**config.mk**
```make
export PLATFORM = sky130hd
export DESIGN_NAME = nrs_run_scheduler
export DESIGN_NICKNAME = d
export VERILOG_FILES = /design/src/rtl/nrs_run_scheduler.sv
export SDC_FILE = /design/constraint.sdc
export NUM_CORES = 1
export LEC_CHECK = 0
export CORE_MARGIN = 4
export CORE_UTILIZATION = 55
export DETAILED_ROUTE_END_ITERATION = 12
export DONT_BUFFER_PORTS = 1
export GPL_TIMING_DRIVEN = 1
export PLACE_DENSITY = 0.73
export SETUP_SLACK_MARGIN = 0.02
export SYNTH_ARGS = -nofsm -noshare
export SYNTH_HDL_FRONTEND = slang
export SYNTH_SLANG_ARGS = --single-unit
```
**constraint.sdc**
```tcl
create_clock -name clk -period 4.6 [get_ports clk]
set_clock_uncertainty 0.1 [all_clocks]
set_input_delay 0.92 -clock clk [delete_from_list [all_inputs] [get_ports clk]]
set_output_delay 0.92 -clock clk [all_outputs]
set_load 0.01 [all_outputs]
```
**src/rtl/nrs_run_scheduler.sv**
```systemverilog
// nrs_run_scheduler
// Walks the NRS runs of one radio frame (two NRS symbols per slot, l=5 and
// l=6, 20 slots). For each run it works out c_init, starts the Gold
// generator, waits for it to finish and then advances the receive-side slot
// counter. The runs of the NPSS subframe are not issued. A watchdog catches a
// generator that never answers.
//
// Ports
//   clk          system clock
//   rst          asynchronous active-low reset
//   frame_start  pulse; starts a frame sequence when idle
//   abort        synchronous return to idle
//   ncell_id     cell ID (0..503), latched when a frame is accepted
//   gold_done    pulse from the generator: the current run is finished
//   cinit        c_init of the current run
//   cinit_valid  start pulse to the Gold generator
//   cinit_run    pulse to the slot counter, one per completed run
//   slot         ns of the current run
//   sym_l        OFDM symbol l of the current run (5 or 6)
//   busy         sequencer is not idle
//   frame_done   pulse with the cinit_run of the last run
//   err_timeout  sticky watchdog error
module nrs_run_scheduler #(
   parameter int SKIP_SF      = 5,
   parameter int DONE_TIMEOUT = 1023,
   parameter int NUM_RUNS     = 40
) (
   input  logic        clk,
   input  logic        rst,
   input  logic        frame_start,
   input  logic        abort,
   input  logic [8:0]  ncell_id,
   input  logic        gold_done,
   output logic [30:0] cinit,
   output logic        cinit_valid,
   output logic        cinit_run,
   output logic [4:0]  slot,
   output logic [2:0]  sym_l,
   output logic        busy,
   output logic        frame_done,
   output logic        err_timeout
);

   localparam int RUN_W = $clog2(NUM_RUNS + 8);
   localparam int WD_W  = $clog2(DONE_TIMEOUT + 2);
   localparam logic [WD_W-1:0]  WD_LAST      = WD_W'((DONE_TIMEOUT == 0) ? 0 : DONE_TIMEOUT - 1);
   localparam logic [RUN_W-1:0] RUN_LAST     = RUN_W'(NUM_RUNS - 1);
   localparam logic [RUN_W-1:0] RUN_PRE_SKIP = RUN_W'(4 * SKIP_SF - 1);
   localparam logic [RUN_W-1:0] RUN_END      = RUN_W'(NUM_RUNS);

   typedef enum logic [2:0] {IDLE, CALC1, CALC2, ISSUE, WAIT, ADV} state_t;

   state_t             state, state_nxt;
   logic [RUN_W-1:0]   run, run_nxt, run_inc;
   logic               adv_last;
   logic               load_pos;
   logic               wd_expire;
   logic               accept;
   logic [8:0]         id_q;
   logic [7:0]         t_q;
   logic [WD_W-1:0]    wd_cnt;

   // t = 7*(ns+1) + l + 1, at most 147
   function automatic logic [7:0] calc_t(input logic [4:0] ns, input logic [2:0] l);
      return ({3'b000, ns} + 8'd1) * 8'd7 + {5'b00000, l} + 8'd1;
   endfunction

   // c_init = (t*(2*ID+1)) << 10 + 2*ID + 1, at most 151582703 (fits 28 bits)
   function automatic logic [30:0] calc_cinit(input logic [7:0] t, input logic [8:0] id);
      logic [9:0]  id2p1;
      logic [17:0] prod;
      id2p1 = {id, 1'b1};
      prod  = {10'd0, t} * {8'd0, id2p1};
      return {3'b000, prod, 10'd0} + {21'd0, id2p1};
   endfunction

   // The NPSS subframe's four runs are jumped over by stepping 5 instead of 1.
   // A skip that would run past the end of the frame ends the frame instead.
   always_comb begin
      run_inc  = (run == RUN_PRE_SKIP) ? run + RUN_W'(5) : run + RUN_W'(1);
      adv_last = (run == RUN_LAST) || (run_inc >= RUN_END);
   end

   assign accept = (state == IDLE) && frame_start && !abort;

   always_ff @(posedge clk or negedge rst) begin
      if (!rst) begin
         state <= IDLE;
         run   <= '0;
      end else begin
         state <= state_nxt;
         run   <= run_nxt;
      end
   end

   always_comb begin
      state_nxt = state;
      run_nxt   = run;
      load_pos  = 1'b0;
      wd_expire = 1'b0;
      case (state)
         IDLE: begin
            if (frame_start) begin
               state_nxt = CALC1;
               run_nxt   = '0;
               load_pos  = 1'b1;
            end
         end
         CALC1: state_nxt = CALC2;
         CALC2: state_nxt = ISSUE;
         ISSUE: state_nxt = WAIT;
         WAIT: begin
            if (gold_done) begin
               state_nxt = ADV;
            end else if ((DONE_TIMEOUT != 0) && (wd_cnt == WD_LAST)) begin
               state_nxt = IDLE;
               wd_expire = 1'b1;
            end
         end
         ADV: begin
            if (adv_last) begin
               state_nxt = IDLE;
               run_nxt   = '0;
            end else begin
               state_nxt = CALC1;
               run_nxt   = run_inc;
               load_pos  = 1'b1;
            end
         end
         default: state_nxt = IDLE;
      endcase
      if (abort) begin
         state_nxt = IDLE;
         run_nxt   = '0;
         load_pos  = 1'b0;
         wd_expire = 1'b0;
      end
   end

   // Strobes decode straight from the state so an abort drops them on the
   // same edge that returns the FSM to IDLE.
   assign cinit_valid = (state == ISSUE);
   assign cinit_run   = (state == ADV);
   assign frame_done  = (state == ADV) && adv_last;
   assign busy        = (state != IDLE);

   always_ff @(posedge clk or negedge rst) begin
      if (!rst) begin
         id_q        <= '0;
         t_q         <= '0;
         cinit       <= '0;
         slot        <= '0;
         sym_l       <= '0;
         wd_cnt      <= '0;
         err_timeout <= 1'b0;
      end else begin
         if (accept) begin
            id_q <= ncell_id;
         end
         if (load_pos) begin
            slot  <= 5'(run_nxt >> 1);
            sym_l <= run_nxt[0] ? 3'd6 : 3'd5;
         end
         // cinit pipeline: CALC1 forms t, CALC2 forms c_init
         if ((state == CALC1) && !abort) begin
            t_q <= calc_t(slot, sym_l);
         end
         if ((state == CALC2) && !abort) begin
            cinit <= calc_cinit(t_q, id_q);
         end
         wd_cnt <= (state == WAIT) ? wd_cnt + WD_W'(1) : '0;
         if (wd_expire) begin
            err_timeout <= 1'b1;
         end else if (accept) begin
            err_timeout <= 1'b0;
         end
      end
   end

endmodule

```
* Yosys cells after proc, flatten, opt, wreduce, memory -nomap -nowiden
Cells that the tools add are included.
** Word-level totals
- Register bits :: 77
- Latch bits :: 0
- Memory bits (writable) :: 0
- Bits in read-only memories :: 0
- Input bits :: 14
- Word-level logic and storage cells :: 63
- Memories :: 0
** Cells by class
- Add/sub/neg operators :: 7
- Multiply operators :: 2
- Div/mod/pow operators :: 0
- Magnitude comparators :: 1
- Equality and inequality tests :: 10
- Shifts and indexed selects :: 0
- Muxes and demuxes :: 23
- Bitwise operators :: 0
- Reduce and logical (&&, ||, !) cells :: 11
** Operator list (count)
- $add 28x10->29 :: 1
- $mux 6 :: 4
- $mul 8x10->18 :: 1
- $pmux 3 s6 :: 1
- $mux 3 :: 4
- $pmux 6 s2 :: 1
- $add 11x1->11 const B :: 1
- $eq 11x10->1 const B :: 1
- $mux 11 :: 1
- $mux 1 :: 10
- $add 8x1->8 const B :: 1
- $add 8x3->8 :: 1
- $mul 6x3->8 const B :: 1
- $add 5x1->6 const B :: 1
- $add 6x1->6 const B :: 1
- $add 6x3->6 const B :: 1
- $eq 3x2->1 const B :: 2
- $eq 3x3->1 const B :: 2
- $eq 6x5->1 const B :: 1
- $eq 6x6->1 const B :: 1
- $ge 6x6->1 const B :: 1
- $logic_and 1x1->1 :: 5
- $ne 4x4->1 const B :: 1
- $eq 3x1->1 const B :: 1
- other kinds (9) :: 9

* Depth between registers and ports, before layout
- Depth after elaboration :: 8
- Mapped depth :: 17

* Worst setup path before layout
OpenSTA, ideal clock, no wires.
- Kind :: reg2reg
- From :: register id_q[0]
- To :: register cinit[25]
- Library setup time :: 0.088 ns
- Arrival :: 4.204 ns
- Path slack :: 0.208 ns
- Stages on the path, launching flop included :: 17
- Buffers on the path :: 0
- Period minus slack after synthesis :: 4.392 ns
- Cells stage by stage :: dfrtp_1 -> and2_1 -> fa_1 -> inv_1 -> fa_1 -> inv_1 -> fa_1 -> inv_1 -> fa_1 -> inv_1 -> ha_1 -> o21a_1 -> o31ai_2 -> a21oi_1 -> o22ai_1 -> or4_1 -> a41oi_1
** On the way
- Word-level cells in the longest chain between the ends :: 2
** RTL lines
- start, declared :: line 59 : logic [8:0] id_q;
- start signal, assigned :: line 158 : id_q <= ncell_id;
- $mul 8x10->18 :: line 73 : prod = {10'd0, t} * {8'd0, id2p1};
- $add 28x10->29 (*) :: line 74 : return {3'b000, prod, 10'd0} + {21'd0, id2p1};
- end signal, assigned :: line 169 : cinit <= calc_cinit(t_q, id_q);
- end, declared :: line 34 : output logic [30:0] cinit,
Every way passes the cells marked *; elsewhere a longest branch is shown, timed or not.
A chain may end at the register's enable or synchronous reset.

* Worst setup path after layout
- From :: register t_q[5]
- To :: register cinit[25]
** On the way
- Word-level cells in the longest chain between the ends :: 2
** RTL lines
- start, declared :: line 60 : logic [7:0] t_q;
- start signal, assigned :: line 166 : t_q <= calc_t(slot, sym_l);
- $mul 8x10->18 :: line 73
- $add 28x10->29 :: line 74
Every way passes these cells.

==> results by group <==
Worst setup path
  – FF-to-FF setup slack: ~0.1 ns
  – Crit. Startpoint: t_q[5]
  – Reg2Reg Launch Point: t_q[5]
  – Delay of the slowest cell on the worst path: about 0.57 ns
  – CP endpoint kind: flop
  – Critical Path AT: 4.66 ns
  – Category of the critical setup timing path: reg -> reg
  – CP Capture Point: cinit[25]
  – Critical Path Slowest Stage Cell: sky130_fd_sc_hd__fa_1
  – Worst path most repeated cell: sky130_fd_sc_hd__fa_1
  – Data required time of the worst path: 4.76 ns
  – Critical Path Source Type: flop
  – Crit path cell chain: buf_6 -> and2_1 -> fa_1 -> fa_1 -> fa_1 -> inv_1 -> fa_1 -> inv_1 -> ha_4 -> o21ai_0 -> a21oi_2 -> o22ai_2 -> or4_1 -> a41oi_2
  – Critical register-to-register path endpoint: cinit[25]
  – Maximum fanout encountered on the critical timing path: 10
  – Depth of the most critical reg-to-reg path: 14

Synth
  – Main flop type after synthesis: sky130_fd_sc_hd__dfrtp_1
  – Area share of fa/ha/maj cells after synthesis: 0.2878
  – Synthesized instance count: about 660
  – Post-synthesis simple-gate area fraction: 0.1879
  – Complex-gate fraction of the synthesized area: 0.08450
  – Async set or reset register ratio after synthesis: 1.000
  – Number of synthesized flops with an enable pin: 0
  – Mean post-synth cell area: roughly 9.5 sq um
  – Count of synthesis-stage warnings from yosys: 0
  – Dominant combinational cell family by area after synthesis: adder cells
  – FF+latch count, synth: 74
  – Multiplexer share of the synthesized area: 0.02710
  – Register area share after synthesis: 0.2971
  – Synthesized cell area: ~6200 sq um
  – Xor/xnor share of the synthesized area: 0.05199
  – Number of distinct library cells after synthesis: 52

Cells and area
  – Antenna diodes: 0
  – Post-layout net count: around 800
  – Post-layout utilization of the core: 0.6345
  – Share of final-layout standard cells stronger than drive strength 1: 0.1401
  – Area Growth Syn to Fin: 11.80%

Clock tree
  – Clock transition at the registers of the reported paths: 0.07 ns
  – Number of hold buffers added after CTS: 0
  – Number of buffers inserted during clock tree synthesis: 9
  – Buffer cell driving the clock tree root: sky130_fd_sc_hd__clkbuf_16
  – Clock H-tree levels: 3
  – Max Buffers Root-to-Sink: 2
  – Clock tree from TritonCTS: built
  – Clock latency on the worst-skew pair: 0.34 ns
  – Num Clock Sinks: 74

Floorplan
  – Die Width: 114.5 um
  – Total die area: around 13,000 sq um
  – Std-Cell Rows: 38
  – Die H: around 110 um
  – Area of the core region: approximately 11,000 sq um
  – Count of pins on the block boundary: a little under 60
  – Effective utilization at floorplan: 0.5676

Power
  – Maximum VDD drop: approximately 0.74 mV
  – Power density cells: 644.9 nW/um^2
  – Power consumption: 4494 uW
  – LEAKAGE: between 0.003 and 0.004 uW

Timing
  – Endpoints failing setup: 0
  – RSZ-0062 raised after global routing: true
  – Minimum period implied by the final worst setup slack: 4.498 ns
  – Portion of the clock cycle consumed by the worst path in the final layout: 0.9777
  – Final Hold Vio Count: 0
  – Rel. slew slack: 0.3009
  – Max Fclk: around 220 MHz
  – Smallest hold slack: approximately 0.17 ns
  – Fin. max-slew vios: 0
  – Slew at the pin closest to its max-slew limit: ~1.0 ns

Global routing
  – Largest net degree at the start of global routing: 75
  – First-pass GRT wire length: 22,540 um
  – Via count of the first global-routing pass: approximately 4,800
  – Remaining Overflow, GRT: 0
  – GRT Total Usage: 0.2152
  – Initial antenna violation count: 0

Drt
  – Residual DRC: 0
  – Residual antenna-violating net count after detailed routing: 0
  – Number of DRC markers after the initial detailed-route iteration: between 200 and 250
  – Mean routed wirelength per cell: approximately 16 um
  – DR pass1 iterations: 5
  – Final wirelength: 13,460 um
  – Via density per instance: 5.565
  – Vias: ~4,600

Job
  – Max-Cap Viols: 0

Placement
  – Input/output buffers: 0
  – HPWL reported at the end of detailed placement: approximately 10,000 um
  – Final weighted congestion in routability-driven placement: 0.8928

Run status
  – Status: completed

Hold path
  – Type of the tightest min-delay check: in -> async
==> Yosys cell counts (2+ instances only) <==
cell / count / area share
sky130_fd_sc_hd__a21o_1: 10 / 0.012
sky130_fd_sc_hd__a21oi_1: 22 / 0.018
sky130_fd_sc_hd__and2_1: 71 / 0.071
sky130_fd_sc_hd__and3_1: 3 / 0.0030
sky130_fd_sc_hd__buf_2: 5 / 0.0040
sky130_fd_sc_hd__buf_4: 3 / 0.0036
sky130_fd_sc_hd__clkbuf_1: 10 / 0.0060
sky130_fd_sc_hd__dfrtp_1: 74 / 0.30
sky130_fd_sc_hd__fa_1: 54 / 0.17
sky130_fd_sc_hd__ha_1: 57 / 0.11
sky130_fd_sc_hd__inv_1: 79 / 0.048
sky130_fd_sc_hd__mux2_2: 15 / 0.027
sky130_fd_sc_hd__nand2_1: 86 / 0.052
sky130_fd_sc_hd__nand2b_1: 7 / 0.0070
sky130_fd_sc_hd__nand3_1: 10 / 0.0080
sky130_fd_sc_hd__nand3b_1: 2 / 0.0024
sky130_fd_sc_hd__nand4_1: 6 / 0.0060
sky130_fd_sc_hd__nor2_1: 31 / 0.019
sky130_fd_sc_hd__nor2b_1: 3 / 0.0030
sky130_fd_sc_hd__nor3_1: 4 / 0.0032
sky130_fd_sc_hd__o21a_1: 4 / 0.0048
sky130_fd_sc_hd__o21ai_0: 29 / 0.023
sky130_fd_sc_hd__o22ai_1: 2 / 0.0020
sky130_fd_sc_hd__o31ai_1: 4 / 0.0048
sky130_fd_sc_hd__or2_2: 2 / 0.0020
sky130_fd_sc_hd__xnor2_1: 17 / 0.024
sky130_fd_sc_hd__xor2_1: 20 / 0.028
==> repair_timing <==
item	in CTS	in global routing
buffers inserted	0	8
pin swaps	1	21
resized for setup	5	36
endpoints found under the setup margin	5	8
==> area by class of cell <==
class | instances | area, sq um
clock buffers | 9 | 225.2
clock inverters | 7 | 83.83
fillers | 868 | 4014
inverters | 79 | 296.5
multi-input cells | 485 | 4139
flip-flops and latches | 74 | 1861
well taps | 140 | 175.2
repair buffers | 24 | 188.9
==> cells by family after synthesis <==
group	after synthesis
DFF	74
adders and majority gates	111
other	1
buffers and inverters	98
AOI/OAI and AO/OA	85
and+or+nand+nor	234
xor gates and xnor gates	37
muxes	15
==> critical path, delay by kind of cell, from the launching register on <==
| family | cells | cell delay, ns |
|---|---|---|
| simple gates | 2 | 0.70 |
| compound gates | 4 | 0.57 |
| fa+ha+maj | 5 | 2.36 |
| flops | 1 | 0.41 |
| buf+inv | 3 | 0.29 |
==> per-stage QoR <==
stage / instance area [sq um] / worst slack, ns / setup TNS [ns] / instances
after floorplan: 6241 / 0.2079 / 0 / 657
after CTS: 6769 / 0.0002216 / 0 / 810
final: 6969 / 0.1024 / 0 / 818
after global placement: 6440 / 0.09293 / 0 / 794
after detailed placement: 6440 / -0.04485 / -0.05110 / 794
after global routing: 6969 / -0.05485 / -0.1190 / 818
==> where the power goes <==
group | internal, uW | total (uW) | switching (uW)
clock | 432 | 735 | 303
combinational | 1310 | 2760 | 1450
sequential | 796 | 998 | 202
==> routing by layer <==
metal / global-route usage / part of all wire / vias to the layer above
li1: - / - / 2137
met1: 0.2809 / 0.43 / 2294
met2: 0.3578 / 0.51 / 94
met3: 0.05021 / 0.041 / 27
met4: 0.06492 / 0.023 / 0
met5: 0 / 0 / -
==> worst min path at each step <==
stage	startpoint	to	slack [ns]	depth (start not counted)
finish	rst	cinit[14]	0.17	0
CTS	rst	cinit[20]	0.16	0
global placement	run[2]	run[2]	0.41	2
detailed placement	wd_cnt[4]	wd_cnt[4]	0.42	2
floorplan	t_q[0]	t_q[0]	0.38	1
global route	rst	cinit[20]	0.15	0
==> cells in the final DEF, fill, tap and decap left out, types with 2 or more instances in the layout <==
cell type                   Yosys  final
sky130_fd_sc_hd__ha_2           0      3
sky130_fd_sc_hd__inv_1         79     77
sky130_fd_sc_hd__o21a_1         4      4
sky130_fd_sc_hd__a21oi_1       22     17
sky130_fd_sc_hd__inv_2          0      2
sky130_fd_sc_hd__buf_4          3     20
sky130_fd_sc_hd__xor2_1        20     20
sky130_fd_sc_hd__o21ai_0       29     25
sky130_fd_sc_hd__nor2b_1        3      2
sky130_fd_sc_hd__ha_1          57     50
sky130_fd_sc_hd__mux2_2        15     15
sky130_fd_sc_hd__nand3b_1       2      2
sky130_fd_sc_hd__inv_6          0      4
sky130_fd_sc_hd__nor2_1        31     31
sky130_fd_sc_hd__nand2_1       86     86
sky130_fd_sc_hd__o31ai_1        4      3
sky130_fd_sc_hd__a21oi_2        0      5
sky130_fd_sc_hd__clkbuf_16      0      9
sky130_fd_sc_hd__nor3_1         4      4
sky130_fd_sc_hd__fa_1          54     52
sky130_fd_sc_hd__fa_2           0      2
sky130_fd_sc_hd__conb_1         1      3
sky130_fd_sc_hd__and2_4         1      3
sky130_fd_sc_hd__nand4_1        6      6
sky130_fd_sc_hd__dfrtp_1       74     67
sky130_fd_sc_hd__nand2b_1       7      7
sky130_fd_sc_hd__and2_1        71     69
sky130_fd_sc_hd__or2_2          2      2
sky130_fd_sc_hd__a21o_1        10     10
sky130_fd_sc_hd__dfrtp_2        0      7
sky130_fd_sc_hd__o21ai_1        1      4
sky130_fd_sc_hd__o21ai_2        1      2
sky130_fd_sc_hd__buf_6          1      3
sky130_fd_sc_hd__nand3_1       10     10
sky130_fd_sc_hd__xnor2_1       17     17
sky130_fd_sc_hd__and3_1         3      2
sky130_fd_sc_hd__ha_4           0      4
==> sequential cells by signal, indices dropped and copies added (netlist names) <==
signal,flops
cinit,28
wd_cnt,11
id_q,9
t_q,8
run,6
slot,5
state,3
sym_l,3
err_timeout,1
No activity file was read; power rests on OpenSTA's default activity.
